## src/rtl/popcount_pkg.sv

```systemverilog
// Shared definitions for the popcount stream accumulator: FSM state encoding and the
// width of an 8-bit popcount result.
package popcount_pkg;

    localparam logic ST_ACCUM = 1'b0;
    localparam logic ST_HOLD  = 1'b1;

    localparam int unsigned POP_W = 4;

endpackage

```

## src/rtl/popcount_int8.sv

```systemverilog
// Combinational popcount of one 8-bit word, result in 0..8.
module popcount_int8
    import popcount_pkg::*;
(
    input  logic [7:0]       data,
    output logic [POP_W-1:0] pop
);

    always_comb begin
        pop = '0;
        for (int i = 0; i < 8; i++) begin
            pop = pop + POP_W'(data[i]);
        end
    end

endmodule

```

## src/rtl/popcount_stream_accum.sv

```systemverilog
// Accumulates per-word popcounts over an in_last-delimited frame and presents the frame
// total and beat count. Define POPCOUNT_ACCUM_SAT_EN to saturate the accumulator instead of wrapping.
module popcount_stream_accum
    import popcount_pkg::*;
#(
    parameter int unsigned WIDTH      = 8,
    parameter int unsigned ACC_WIDTH  = 16,
    parameter int unsigned BEAT_WIDTH = 12
) (
    input  logic                  clk,
    input  logic                  rst_n,
    input  logic                  in_valid,
    output logic                  in_ready,
    input  logic [WIDTH-1:0]      in_data,
    input  logic                  in_last,
    output logic                  out_valid,
    input  logic                  out_ready,
    output logic [ACC_WIDTH-1:0]  out_count,
    output logic [BEAT_WIDTH-1:0] out_beats,
    output logic                  out_overflow
);

    logic                  state_q, state_d;
    logic [ACC_WIDTH-1:0]  acc_q, acc_d;
    logic [BEAT_WIDTH-1:0] beats_q, beats_d;
    logic                  ovf_q, ovf_d;
    logic [ACC_WIDTH-1:0]  out_count_q, out_count_d;
    logic [BEAT_WIDTH-1:0] out_beats_q, out_beats_d;
    logic                  out_ovf_q, out_ovf_d;

    logic [POP_W-1:0]      pop;
    logic [ACC_WIDTH:0]    sum;
    logic                  carry;
    logic [ACC_WIDTH-1:0]  acc_next;
    logic [BEAT_WIDTH-1:0] beats_next;
    logic                  ovf_next;

    popcount_int8 u_popcount (
        .data (in_data),
        .pop  (pop)
    );

    always_comb begin
        sum   = {1'b0, acc_q} + (ACC_WIDTH + 1)'(pop);
        carry = sum[ACC_WIDTH];
`ifdef POPCOUNT_ACCUM_SAT_EN
        acc_next = carry ? '1 : sum[ACC_WIDTH-1:0];
`else
        acc_next = sum[ACC_WIDTH-1:0];
`endif
        beats_next = (&beats_q) ? beats_q : beats_q + 1'b1;
        ovf_next   = ovf_q | carry;
    end

    always_comb begin
        state_d     = state_q;
        acc_d       = acc_q;
        beats_d     = beats_q;
        ovf_d       = ovf_q;
        out_count_d = out_count_q;
        out_beats_d = out_beats_q;
        out_ovf_d   = out_ovf_q;
        if (state_q == ST_ACCUM) begin
            if (in_valid) begin
                acc_d   = acc_next;
                beats_d = beats_next;
                ovf_d   = ovf_next;
                if (in_last) begin
                    out_count_d = acc_next;
                    out_beats_d = beats_next;
                    out_ovf_d   = ovf_next;
                    state_d     = ST_HOLD;
                end
            end
        end else begin
            // Result consumed: start the next frame from a clean accumulator.
            if (out_ready) begin
                acc_d   = '0;
                beats_d = '0;
                ovf_d   = 1'b0;
                state_d = ST_ACCUM;
            end
        end
    end

    always_ff @(posedge clk or negedge rst_n) begin
        if (!rst_n) begin
            state_q     <= ST_ACCUM;
            acc_q       <= '0;
            beats_q     <= '0;
            ovf_q       <= 1'b0;
            out_count_q <= '0;
            out_beats_q <= '0;
            out_ovf_q   <= 1'b0;
        end else begin
            state_q     <= state_d;
            acc_q       <= acc_d;
            beats_q     <= beats_d;
            ovf_q       <= ovf_d;
            out_count_q <= out_count_d;
            out_beats_q <= out_beats_d;
            out_ovf_q   <= out_ovf_d;
        end
    end

    assign in_ready     = (state_q == ST_ACCUM);
    assign out_valid    = (state_q == ST_HOLD);
    assign out_count    = out_count_q;
    assign out_beats    = out_beats_q;
    assign out_overflow = out_ovf_q;

endmodule

```

## config.mk

```make
export PLATFORM = sky130hd
export DESIGN_NAME = popcount_stream_accum
export DESIGN_NICKNAME = d
export VERILOG_FILES = /design/src/rtl/popcount_pkg.sv /design/src/rtl/popcount_int8.sv /design/src/rtl/popcount_stream_accum.sv
export SDC_FILE = /design/constraint.sdc
export NUM_CORES = 1
export LEC_CHECK = 0
export CAP_MARGIN = 20
export CELL_PAD_IN_SITES_DETAIL_PLACEMENT = 2
export CELL_PAD_IN_SITES_GLOBAL_PLACEMENT = 2
export CORE_MARGIN = 4
export CORE_UTILIZATION = 30
export DETAILED_ROUTE_END_ITERATION = 10
export PLACE_DENSITY_LB_ADDON = 0.1
export SYNTH_ARGS = -nofsm -noshare
export SYNTH_HDL_FRONTEND = slang
export SYNTH_SLANG_ARGS = --single-unit
```

## constraint.sdc

```tcl
create_clock -name clk -period 2.35 [get_ports clk]
set_clock_uncertainty 0.1 [all_clocks]
set_input_delay 0.5875 -clock clk [delete_from_list [all_inputs] [get_ports clk]]
set_output_delay 0.5875 -clock clk [all_outputs]
set_load 0.02 [all_outputs]
```

Yosys cells after proc, flatten, opt, wreduce, memory -nomap -nowiden
Index checks and enable logic that the tools add are counted.
{ "op_classes": {"n_eq_ne": 1, "mux": 14, "reduce_logical": 4, "add_sub_neg": 9, "bitwise": 2} }
{ "ops": {"columns": ["op", "count"], "rows": [
  ["$mux W12", 4],
  ["$mux W16", 3],
  ["$add A4 B1 Y4", 6],
  ["$add A16 B4 Y17", 1],
  ["$add A12 B1 Y12 const B", 1],
  ["$reduce_and A12 Y1", 1],
  ["$mux W1", 7],
  ["$reduce_and A3 Y1", 1],
  ["$add A1 B1 Y2", 1],
  ["$ne A2 B2 Y1 const B", 1],
  ["$reduce_and A2 Y1", 1],
  ["$reduce_bool A2 Y1", 1],
  ["$not A1 Y1", 1],
  ["$or A1 B1 Y1", 1]
]} }
{ "word_totals": {"ff_bits": 59, "output_inout_bits": 31, "in_bits": 13} }

Logic depth before layout (Yosys ltp)
Gate-level depths: netlist of run 1.
{ "logic_depth": {"ltp_word": 11, "depth_mapped": 14} }

Cells and area by module
A second synthesis of run 1 with hierarchy kept.
{ "unflattened": {"hier_cells": 365, "area_unflattened_um2": 3362.0} }
{ "modules_own_cells": {"columns": ["mod", "area_each_um2", "n_inst", "cells_each"], "rows": [
  ["popcount_stream_accum", 3171.8, 1, 341],
  ["popcount_int8", 190.2, 1, 24]
]} }

Worst setup path before layout of run 1
OpenSTA, ideal clock, no wires.
{ "synth_timing": {"path_kind": "input-to-reg", "startpoint": "input port in_data[0]", "endpoint": "register acc_q[10]", "path_slack_ps": -2033, "required_ps": 2168, "arrival_time_ps": 4202, "path_stages": 13, "path_cell_list": "ha_1 > inv_1 > fa_1 > fa_1 > fa_1 > fa_1 > inv_1 > fa_1 > a21o_1 > a21oi_1 > buf_2 > o21ai_0 > a31oi_1"} }
{ "synth_between": {"elab_chain_len": 10} }
{ "synth_rtl": {"columns": ["item", "line", "source"], "rows": [
  ["from (decl)", "popcount_stream_accum.sv:14", "input logic [WIDTH-1:0] in_data,"],
  ["$add A1 B1 Y2", "popcount_int8.sv:12", "pop = pop + POP_W'(data[i]);"],
  ["$add A4 B1 Y4 (6 in series)", "popcount_int8.sv:12", null],
  ["$add A16 B4 Y17", "popcount_stream_accum.sv:44", "sum = {1'b0, acc_q} + (ACC_WIDTH + 1)'(pop);"],
  ["$mux W16", "popcount_stream_accum.sv:64", "if (in_valid) begin"],
  ["$mux W16", "popcount_stream_accum.sv:63", "if (state_q == ST_ACCUM) begin"],
  ["to (signal assigned)", "popcount_stream_accum.sv:89", "acc_q <= '0;"],
  ["to (signal assigned)", "popcount_stream_accum.sv:97", "acc_q <= acc_d;"],
  ["to (decl)", "popcount_stream_accum.sv:24", "logic [ACC_WIDTH-1:0] acc_q, acc_d;"]
]} }
No other way between the ends. The select of a mux whose other input is x is not followed.
A chain may end at the register's enable or synchronous reset.

Worst setup path after layout of run 1
{ "layout_timing": {"startpoint": "input port in_data[0]", "endpoint": "register acc_q[13]"} }
Same word-level chain as after synthesis.

==> results.md, run 1 <==
- The average detailed-routed wire length per instance is 21.01 um.
- From bottom edge to top edge, the die measures 114.4 um.
- The first routing iteration left 149 violations.
- The first-pass GRT wire length is 19620 um.
- The initial antenna violation count was 0.
- Summed over its instances, the top area cell type makes up 43.45% of the synthesized netlist area.
- The largest net degree at the start of global routing is 45.
- For this run, the top clock speed supported by timing is 238.4 MHz.
- TritonCTS built the clock tree.
- By count the netlist is led by 59 x sky130_fd_sc_hd__dfrtp_1, 33 x sky130_fd_sc_hd__nand2_1, 29 x sky130_fd_sc_hd__a31oi_1, 25 x sky130_fd_sc_hd__nor2_1, 23 x sky130_fd_sc_hd__o21ai_0.
- For the worst-skew pair, the clock arrives at the later sink with an insertion delay of 0.33 ns.
- The number of I/O pins is 44.
- Routability-driven placement finished with a final weighted congestion of 0.7886.
- The critical path starts at in_data[0].
- Overall power consumption after layout is estimated at 4.980 mW.
- Clock tree synthesis selected as its root buffer the cell sky130_fd_sc_hd__clkbuf_16.
- The initial core utilization is 30.94%.
- The placed standard-cell area is 4235 sq um.
- The number of global-route vias before repair was 3509.
- At the end of the flow the core is filled with cells to 44.40%.
- Among all cell types in the netlist, the one instantiated most often is sky130_fd_sc_hd__dfrtp_1.
- The synthesized design contains 59 register bits.
- The detailed-routing iteration count for the pre-antenna-repair pass is 4.
- The number of max-cap violations is 0.
- The largest total area in the synthesized netlist belongs to sky130_fd_sc_hd__dfrtp_1.
- Summing all multi-input logic gate instances after layout gives 2028 sq um.
- The estimated wirelength of the detail-placed design is 7738 um.
- The number of synthesis warnings is 0.
- The number of flops mapped to enable cells by yosys is 0.
- Of the total synthesized cell area, the portion taken by AND, OR, NAND and NOR gates is 19.73%.
- Walking the worst path, the cells encountered are buf_6 -> ha_4 -> inv_2 -> fa_1 -> fa_1 -> fa_2 -> fa_2 -> inv_2 -> buf_6 -> ha_4 -> a211o_4 -> buf_6 -> a21o_4 -> a21o_1 -> a31oi_4.
- The leakage component of the power is 2.058 nW.
- The most numerous cell type found on the critical path is sky130_fd_sc_hd__buf_6.
- In this run, CTS created clock tree buffers numbering 9.
- The tree built by TritonCTS fans out to 59 sinks.
- The relative slew slack is 56.81%.
- The launch instance of the worst register-to-register path is beats_q[0].
- The global router's overall resource usage is 19.29%.
- The cell area that synthesis handed to floorplanning was 3398 sq um.
- The sequential area share after synthesis is 43.45%.
- The nature of the critical path endpoint is a flip-flop.
- The CTS H-tree depth is 3.
- In this run the worst path has a maximum fanout of 6.
- The die span in x is 114.4 um.
- In this design, the stage delay of the slowest critical-path cell is 0.54 ns.
- The transition time at the pin with the least slew margin is 0.6455 ns.
- The total global routing overflow is 0.
- The flow ran to the end, but the final reports show violations.
- The largest family of logic cells by synthesized area is compound AO/OA/AOI/OAI gates.
- The DRC violations left is 0.
- The placeable core region is 10980 sq um.
- The final max-slew violation count is 0.
- The fill cell instance count of the final layout is 1168.
- The post-synthesis average cell area is 9.492 sq um.
- The number of buffer cells added on primary ports is 43.
- The adder and majority cell fraction of the synthesized area is 5.891%.
- For the worst setup path, the data required time is 2.49 ns.
- The share of layout cells above drive strength 1 is 26.21%.
- The clock input transition at the sequential cells of the worst setup and hold paths is 0.05 ns.
- The maximum ir drop on the vdd rail is 0.0004784 V.
- The remaining antenna violation count after routing is 0.
- The distinct cell type count after synthesis is 55.
- The commonest register cell after synthesis is sky130_fd_sc_hd__dfrtp_1.
- The compound-gate portion of the synthesized area is 23.23%.
- The areal power density over the cells is 1021 nW/um^2.
- The critical path launch point type is an input pin.
- The floorplan step defined a die boundary enclosing 13090 sq um.
- The proportion of synthesized area in mux cells is 1.583%.
- The final reports fail on negative setup slack.
- The standard cell with the maximum stage delay on the critical path is sky130_fd_sc_hd__fa_2.
- The worst setup slack after layout is -1.844 ns.
- The total wire length is 12080 um.
- Summing the areas of all xor and xnor instances in the mapped netlist gives 1.031% of the synthesized area.
- After synthesis, the share of flip-flops with an asynchronous set or reset is 100.0%.
- No sink is reached through more buffers than the 2 on the longest clock path.
- After synthesis, the cell types taking the most area are sky130_fd_sc_hd__dfrtp_1 43%, sky130_fd_sc_hd__a31oi_1 5.3%, sky130_fd_sc_hd__nand2_1 3.6%, sky130_fd_sc_hd__o21ai_0 3.4%, sky130_fd_sc_hd__fa_1 2.9%.
- The worst setup path is of the in -> reg kind.
- Across all layers, the routed design uses 3238 vias.
- Setup repair after global routing could not meet its margin everywhere.
- The final hold violation count is 0.
- The area taken by flip-flops and latches is 1476 sq um.
- The worst hold-check path type is in -> async.
- Final hold analysis gives a worst-case slack of 0.07654 ns.
- The site row count is 38.
- At the end of the flow, the number of nets in the layout was 457.
- The fraction of the cycle the final worst path needs is 178.5%.
- Setup violations remaining at the end of the flow were counted as 34.
- The worst setup slack after placement is -2.480 ns.
- The finished cells cover 4876 sq um.
- Counting every net in the synthesized netlist gives 384.
- The area added between synthesis and finish is 43.48%.
- The smallest clock period supported by the final layout is computed as 4.194 ns.
- The count of mapped cells out of synthesis is 358.
- The via-per-instance ratio is 5.631.
- The worst endpoint data arrival time is 4.33 ns.
- The number of antenna repair diodes is 0.
==> power by group <==
| part | internal [mW] | switching (mW) |
|---|---|---|
| Clock | 0.871 | 0.464 |
| Sequential | 1.22 | 0.198 |
| Combinational | 1.11 | 1.12 |
==> layout by cell type (no fill, tap or decap), drive strengths merged, types with 3 or more instances in the layout <==
cell	count
xnor2	4
a211o	3
clkdlybuf4s50	38
clkbuf	13
nand3	11
and2	3
a21o	7
or4	6
and4	5
a211oi	4
mux2	3
nor3	6
ha	8
nor2b	3
nor2	25
a41oi	6
a22o	4
a21oi	11
nand2	33
or3	8
o31ai	13
a311oi	3
inv	17
fa	5
o311ai	3
o21ai	23
nand4	6
buf	45
dfrtp	59
and3	7
a31oi	29
==> critical path, delay by kind of cell <==
family,cells,cell delay [ns]
AOI/OAI and AO/OA,4,1.00
buffers and inverters,5,0.40
adders and majority gates,6,2.33
==> layer usage <==
layer	wire [um]	vias to the layer above	share of wire, %	track usage, %
li1	-	1498	-	-
met1	5567	1679	46	25.82
met2	5981	48	50	31.55
met3	342	13	2.8	2.907
met4	187	0	1.5	7.126
met5	0	-	0	0
==> layout make-up <==
type	count	share of cell area (%)
clock buffers	13	5.337
clock inverters	2	0.7185
inverters	17	1.309
multi-input cells	259	41.60
flip-flops and latches	59	30.28
well taps	140	3.593
repair buffers	85	17.17
==> final timing paths <==
check	slack [ns]	cells after the start	end
max	-1.84	15	acc_q[13]
min	0.08	1	out_beats[4]
max reg2reg	0.24	5	beats_q[0]
min reg2reg	0.38	2	out_beats[2]
max in group asynchronous	1.49	2	acc_q[2]
min in group clk	0.38	2	out_beats[2]
==> kinds of logic (layout without fill, tap and decap cells) <==
group	count (synthesis)	count (layout)
adder cells (fa/ha/maj)	13	13
flip-flops	59	59
XOR/XNOR	4	4
multiplexers	5	5
buffers and inverters	41	117
AND/OR/NAND/NOR	120	120
AO/OA/AOI/OAI	116	117
==> through the flow <==
step                      std cells  TNS [ns]
final                           575    -55.09
after global routing            575    -57.66
after CTS                       574    -58.63
after detailed placement        548    -76.79
after global placement          548    -72.89
after floorplan                 358    -49.92
==> sequential cells by signal, summed over array words and instances, names as in the netlist <==
signal,flops
acc_q,16
out_count,16
beats_q,12
out_beats,12
out_overflow,1
out_valid,1
ovf_q,1
==> timing repair <==
action / 4_1_cts / 5_1_grt
gates cloned: 3 / 0
buffers inserted: 8 / 4
pin swaps: 36 / 32
hold buffers: 0 / 0
endpoints found under the setup margin: 34 / 34
resized for setup: 44 / 19
No activity file was read; power rests on OpenSTA's default activity.
==> run 2, diff against run 1 <==
--- a/config.mk
+++ b/config.mk
@@ -5,11 +5,11 @@
 export SDC_FILE = /design/constraint.sdc
 export NUM_CORES = 1
 export LEC_CHECK = 0
-export CAP_MARGIN = 20
 export CELL_PAD_IN_SITES_DETAIL_PLACEMENT = 2
 export CELL_PAD_IN_SITES_GLOBAL_PLACEMENT = 2
 export CORE_MARGIN = 4
 export CORE_UTILIZATION = 30
+export CTS_CLUSTER_DIAMETER = 30
 export DETAILED_ROUTE_END_ITERATION = 10
 export PLACE_DENSITY_LB_ADDON = 0.1
 export SYNTH_ARGS = -nofsm -noshare
==> results of run 2 <==
The final DEF is identical to that of run 1; final timing and power are the same.
==> patch 1, RTL diff (settings of run 2) <==
Build with the macro `POPCOUNT_ACCUM_SAT_EN` defined.
--- a/src/rtl/popcount_stream_accum.sv
+++ b/src/rtl/popcount_stream_accum.sv
@@ -2,2 +2,4 @@
 // total and beat count. Define POPCOUNT_ACCUM_SAT_EN to saturate the accumulator instead of wrapping.
+`define POPCOUNT_ACCUM_SAT_EN
+
 module popcount_stream_accum
Function: no difference found for any inputs over 4 cycles, from zero or initial values and one cycle with rst_n low; that may be too few to reach the edited logic, so the function may still have changed.
==> patch 1 against run 2 <==
- the flow still finishes with violations (setup timing)
- power fell by 18%
- worst hold slack improved by 0.055 ns
- maximum frequency rose by 2.6%
- non-clock buffer count rose by 6
- synthesized area fell by 4.6%
- setup slack improved by 0.10 ns
- first-iteration DRC count fell by 43%
- cell count did not move
- wire length fell by 6.1%
- cell area fell by 2.3%
- sequential cell count did not move
- critical path type unchanged
==> patch 1: results (changes against run 2) <==
Setup TNS: -56.07 ns (-0.9802 ns)
Iter 0 DRT Violations: 85 (-43%)
Final net count: 461 (+0.88%)
Synth Net Count: 376 (-2.1%)
Chip Width: 111.9 um (-2.2%)
Post-CTS Setup Inserts: 5 (-3)
Least-Margin Pin Slew: 0.4499 ns (-0.1956 ns)
Final worst slack: -1.739 ns (+0.1045 ns)
Status: finished, violations left
Comb power: 1.80 mW (-19%)
Synth Area in Compound Gates: 0.2208 (-0.01148)
Hpwl dp: 6.998 mm (-9.6%)
Area share of fa/ha/maj cells after synthesis: 0.06178 (+0.002866)
Multi-In Gates: 253 (-2.3%)
Top cells by count, synth: dfrtp_1 (59), nand2_1 (50), o21ai_1 (24)
Crit-path max FO: 5 (-1)
Met1 global-route usage: 0.2030 (-0.05515)
Total wire length: 11.34 mm (-6.1%)
# resized after CTS: 47 (+6.8%)
Vias in the first global route: 3404 (-3.0%)
Via/cell ratio: 5.203 (-7.6%)
Largest net degree at the start of global routing: 60 (+33%)
# setup viols final: 34 (unchanged)
Seq power: 1.33 mW (-6%)
Arrival time at the worst endpoint: 4.27 ns (-0.06 ns)
XOR/XNOR Fraction of Synth Area: 0.04865 (+0.03834)
Failing checks: setup timing
Area Growth Syn to Fin: 47.07%
Root buffer cell: clkbuf_8
Distinct cells, synth: 51 (-7.3%)
GR Util met2: 0.3257 (+0.01026)
Placed insts: 546 (-0.36%)
CP max stage cell: fa_1
Share of cell area taken by multi-input logic gates: 0.4132 (-0.002730)
[patch 1: cell count changes in the layout (fill, tap and decap cells not counted), moves of 6 or more]
cell | run 2 | this run
a31oi_1 | 26 | 5
o21ai_1 | 6 | 25
nand2_1 | 32 | 50
clkbuf_16 | 9 | 0
clkbuf_8 | 2 | 11
nor2_1 | 25 | 16
a21oi_2 | 1 | 9
xnor2_1 | 1 | 8
inv_1 | 14 | 20
or3_1 | 6 | 0
xor2_1 | 0 | 6
[patch 1: worst paths after layout]
kind / end / slack [ns] / cells past startpoint
max: acc_q[1] / -1.74 / 16
min reg2reg: out_beats[8] / 0.38 / 2
min: out_beats[4] / 0.13 / 2
max in group asynchronous: acc_q[9] / 1.73 / 2
max reg2reg: acc_q[1] / -0.02 / 10
min in group clk: out_beats[8] / 0.38 / 2
[patch 1: routing by layer]
layer,vias up,share of wire
met1,1540,0.41
li1,1402,-
met3,13,0.022
met5,-,0
met4,0,0.020
met2,37,0.55
==> patch 2, RTL diff (settings of run 2) <==
Without the edit above. Make the reset (`rst_n`) synchronous in one clocked block.
--- a/src/rtl/popcount_stream_accum.sv
+++ b/src/rtl/popcount_stream_accum.sv
@@ -85,3 +85,3 @@
 
-    always_ff @(posedge clk or negedge rst_n) begin
+    always_ff @(posedge clk) begin
         if (!rst_n) begin
Formal check against the unedited RTL: differs if rst_n is asserted again (counterexample within 4 cycles, from zero or initial values and one cycle with rst_n low); with rst_n held inactive, the same outputs for 4 cycles.
==> patch 2 against run 2 <==
- the run still ends with setup timing left
- setup slack gained 0.21 ns
- synthesized area shrank 7.7%
- wire length shrank 5.7%
- cell area shrank 6.8%
- non-clock buffer count grew 1
- count of clock-buffer cells in the layout shrank 2
- die area shrank 7.2%
- sequential cell count is the same
- largest cell class unchanged
Power is not compared: it rests on default switching activity, and its combinational part moved more than twofold at a synthesized area within 25%.
==> patch 2: results (changes against run 2) <==
Post-DP Area: 3965 um2 (-6.4%)
First-pass GRT wire length: 18.47 mm (-5.9%)
CP Capture Point: out_count[9]
CP startpoint: in_data[1]
Routed wl met2: 6.054 mm (+1.2%)
Failing checks: setup timing
Total wire length: 11.40 mm (-5.7%)
Slew margin rel.: 0.6436 (+0.07548)
Synth Net Count: 408 (+6.3%)
Ranking of synthesized cells by area: dfxtp_1 (38%), o21ai_0 (5.9%), a21oi_1 (4.6%), nand2_1 (3.7%), a31oi_1 (3.6%)
# setup viols final: 34 (unchanged)
Final Wtd Congestion: 0.8012 (+1.6%)
Clock slew at reported path FFs: 0.07 ns (+0.02 ns)
HP Class: register to register
Lkg Pwr: 1.649 nW
M1 WL: 4.937 mm (-11%)
Distinct cells, synth: 48 (-13%)
Clock Latency Late Sink: 0.34 ns
Arrival time at the worst endpoint: 4.14 ns (-0.19 ns)
Final net count: 480 (+5.0%)
Post-synth ARST share: 0 (-1.000)
Iter 0 DRT Violations: 62 (-58%)
Yosys warnings: 0 (unchanged)
Max VDD drop: 238.2 uV
Diode count: 0 (unchanged)
Hpwl dp: 7.945 mm (+2.7%)
RR Startpoint: beats_q[0]
Clock Tree Buf Depth: 2 (unchanged)
Seq/Total Area, Yosys: 0.3767 (-0.05777)
Met3 routed wirelength: 297 um (-13%)
Port Buf Inserts: 43 (unchanged)
Vias in the first global route: 3506 (-0.085%)
Root buffer cell: clkbuf_8
Mapped cell area: 3136 um2 (-7.7%)
Ys flop type: dfxtp_1
Worst R2R End: out_beats[0]
DR vias: 3220 (-0.56%)
Final worst slack: -1.630 ns (+0.2133 ns)
Share of layout cells above drive strength 1: 0.2462 (-0.01588)
CTS Buf Count: 9 (unchanged)
Reg2Reg Depth: 5 (unchanged)
Iteration count of the initial detailed-routing pass: 4 (unchanged)
Worst R2R Setup Slack: 0.23 ns
Largest net degree at the start of global routing: 26 (-42%)
Crit-path max FO: 6 (unchanged)
# H-tree levels: 3 (unchanged)
Top cells by count, synth: dfxtp_1 (59), o21ai_0 (37), nand2_1 (31)
Status: finished, violations left
Total Routing Usage GR: 0.1979 (+0.004932)
Initial antenna violation count: 0 (unchanged)
-- patch 2: kinds of logic (layout without fill, tap and decap cells) --
group | count (synthesis) | count (layout) | synth area share
AOI/OAI and AO/OA | 127 | 127 | 0.2510
muxes | 3 | 3 | 0.009577
adders and majority gates | 13 | 13 | 0.06385
and+or+nand+nor | 126 | 126 | 0.2135
xor gates and xnor gates | 11 | 11 | 0.03073
buffers and inverters | 43 | 120 | 0.05466
DFF | 59 | 59 | 0.3767
-- patch 2: final cells by class --
cell class | instances | area, um2
inverter | 18 | 67.56
fill | 1110 | 5687
sequential | 59 | 1181
clock inverter | 5 | 52.55
timing repair buffer | 86 | 812.0
multi-input combinational | 280 | 2120
clock buffer | 11 | 141.4
tap | 136 | 170.2
-- patch 2: worst min-delay path by stage --
stage,from,to
after global placement,out_beats[2],out_beats[2]
after floorplan,ovf_q,ovf_q
after CTS,out_beats[2],out_beats[2]
final,out_count[0],out_count[0]
after global routing,out_count[0],out_count[0]
after detailed placement,out_beats[5],out_beats[5]
-- patch 2: layer usage --
layer | vias up | GRT usage
met5 | - | 0
met4 | 0 | 0.05717
met3 | 8 | 0.04077
met2 | 45 | 0.3514
met1 | 1608 | 0.2408
li1 | 1559 | -
-- patch 2: repair_timing --
| item | in CTS | in global routing |
|---|---|---|
| gates cloned | 0 | 0 |
| setup buffers | 7 | 3 |
| pin swaps | 40 | 32 |
| setup endpoints to repair | 34 | 34 |
| resized for setup | 50 | 27 |
-- patch 2: report_power, final --
part           switching [mW]  internal, mW  leakage, nW  total [mW]
logic                   0.451         0.412         1.07       0.864
clock network           0.443         0.514       0.0991       0.957
registers              0.0428          1.05        0.479        1.09
total                   0.937          1.98         1.65        2.91
-- patch 2: metrics by stage --
step / instances / setup TNS [ns] / setup slack (ns) / hold slack, ns
floorplan: 382 / -51.25 / -1.816 / 0.3314
global placement: 570 / -70.34 / -2.261 / 0.3425
detailed placement: 570 / -73.65 / -2.406 / 0.3547
CTS: 593 / -50.65 / -1.721 / 0.3642
global route: 595 / -51.82 / -1.753 / 0.3778
finish: 595 / -47.95 / -1.630 / 0.3583
-- patch 2: critical path: stages --
cell	delay, ns
buf_6	0.10
ha_4	0.25
inv_2	0.03
fa_1	0.49
fa_1	0.44
fa_2	0.38
fa_2	0.36
xnor2_2	0.14
ha_1	0.33
nand4_1	0.15
o22a_2	0.28
or3_4	0.34
a311oi_2	0.26
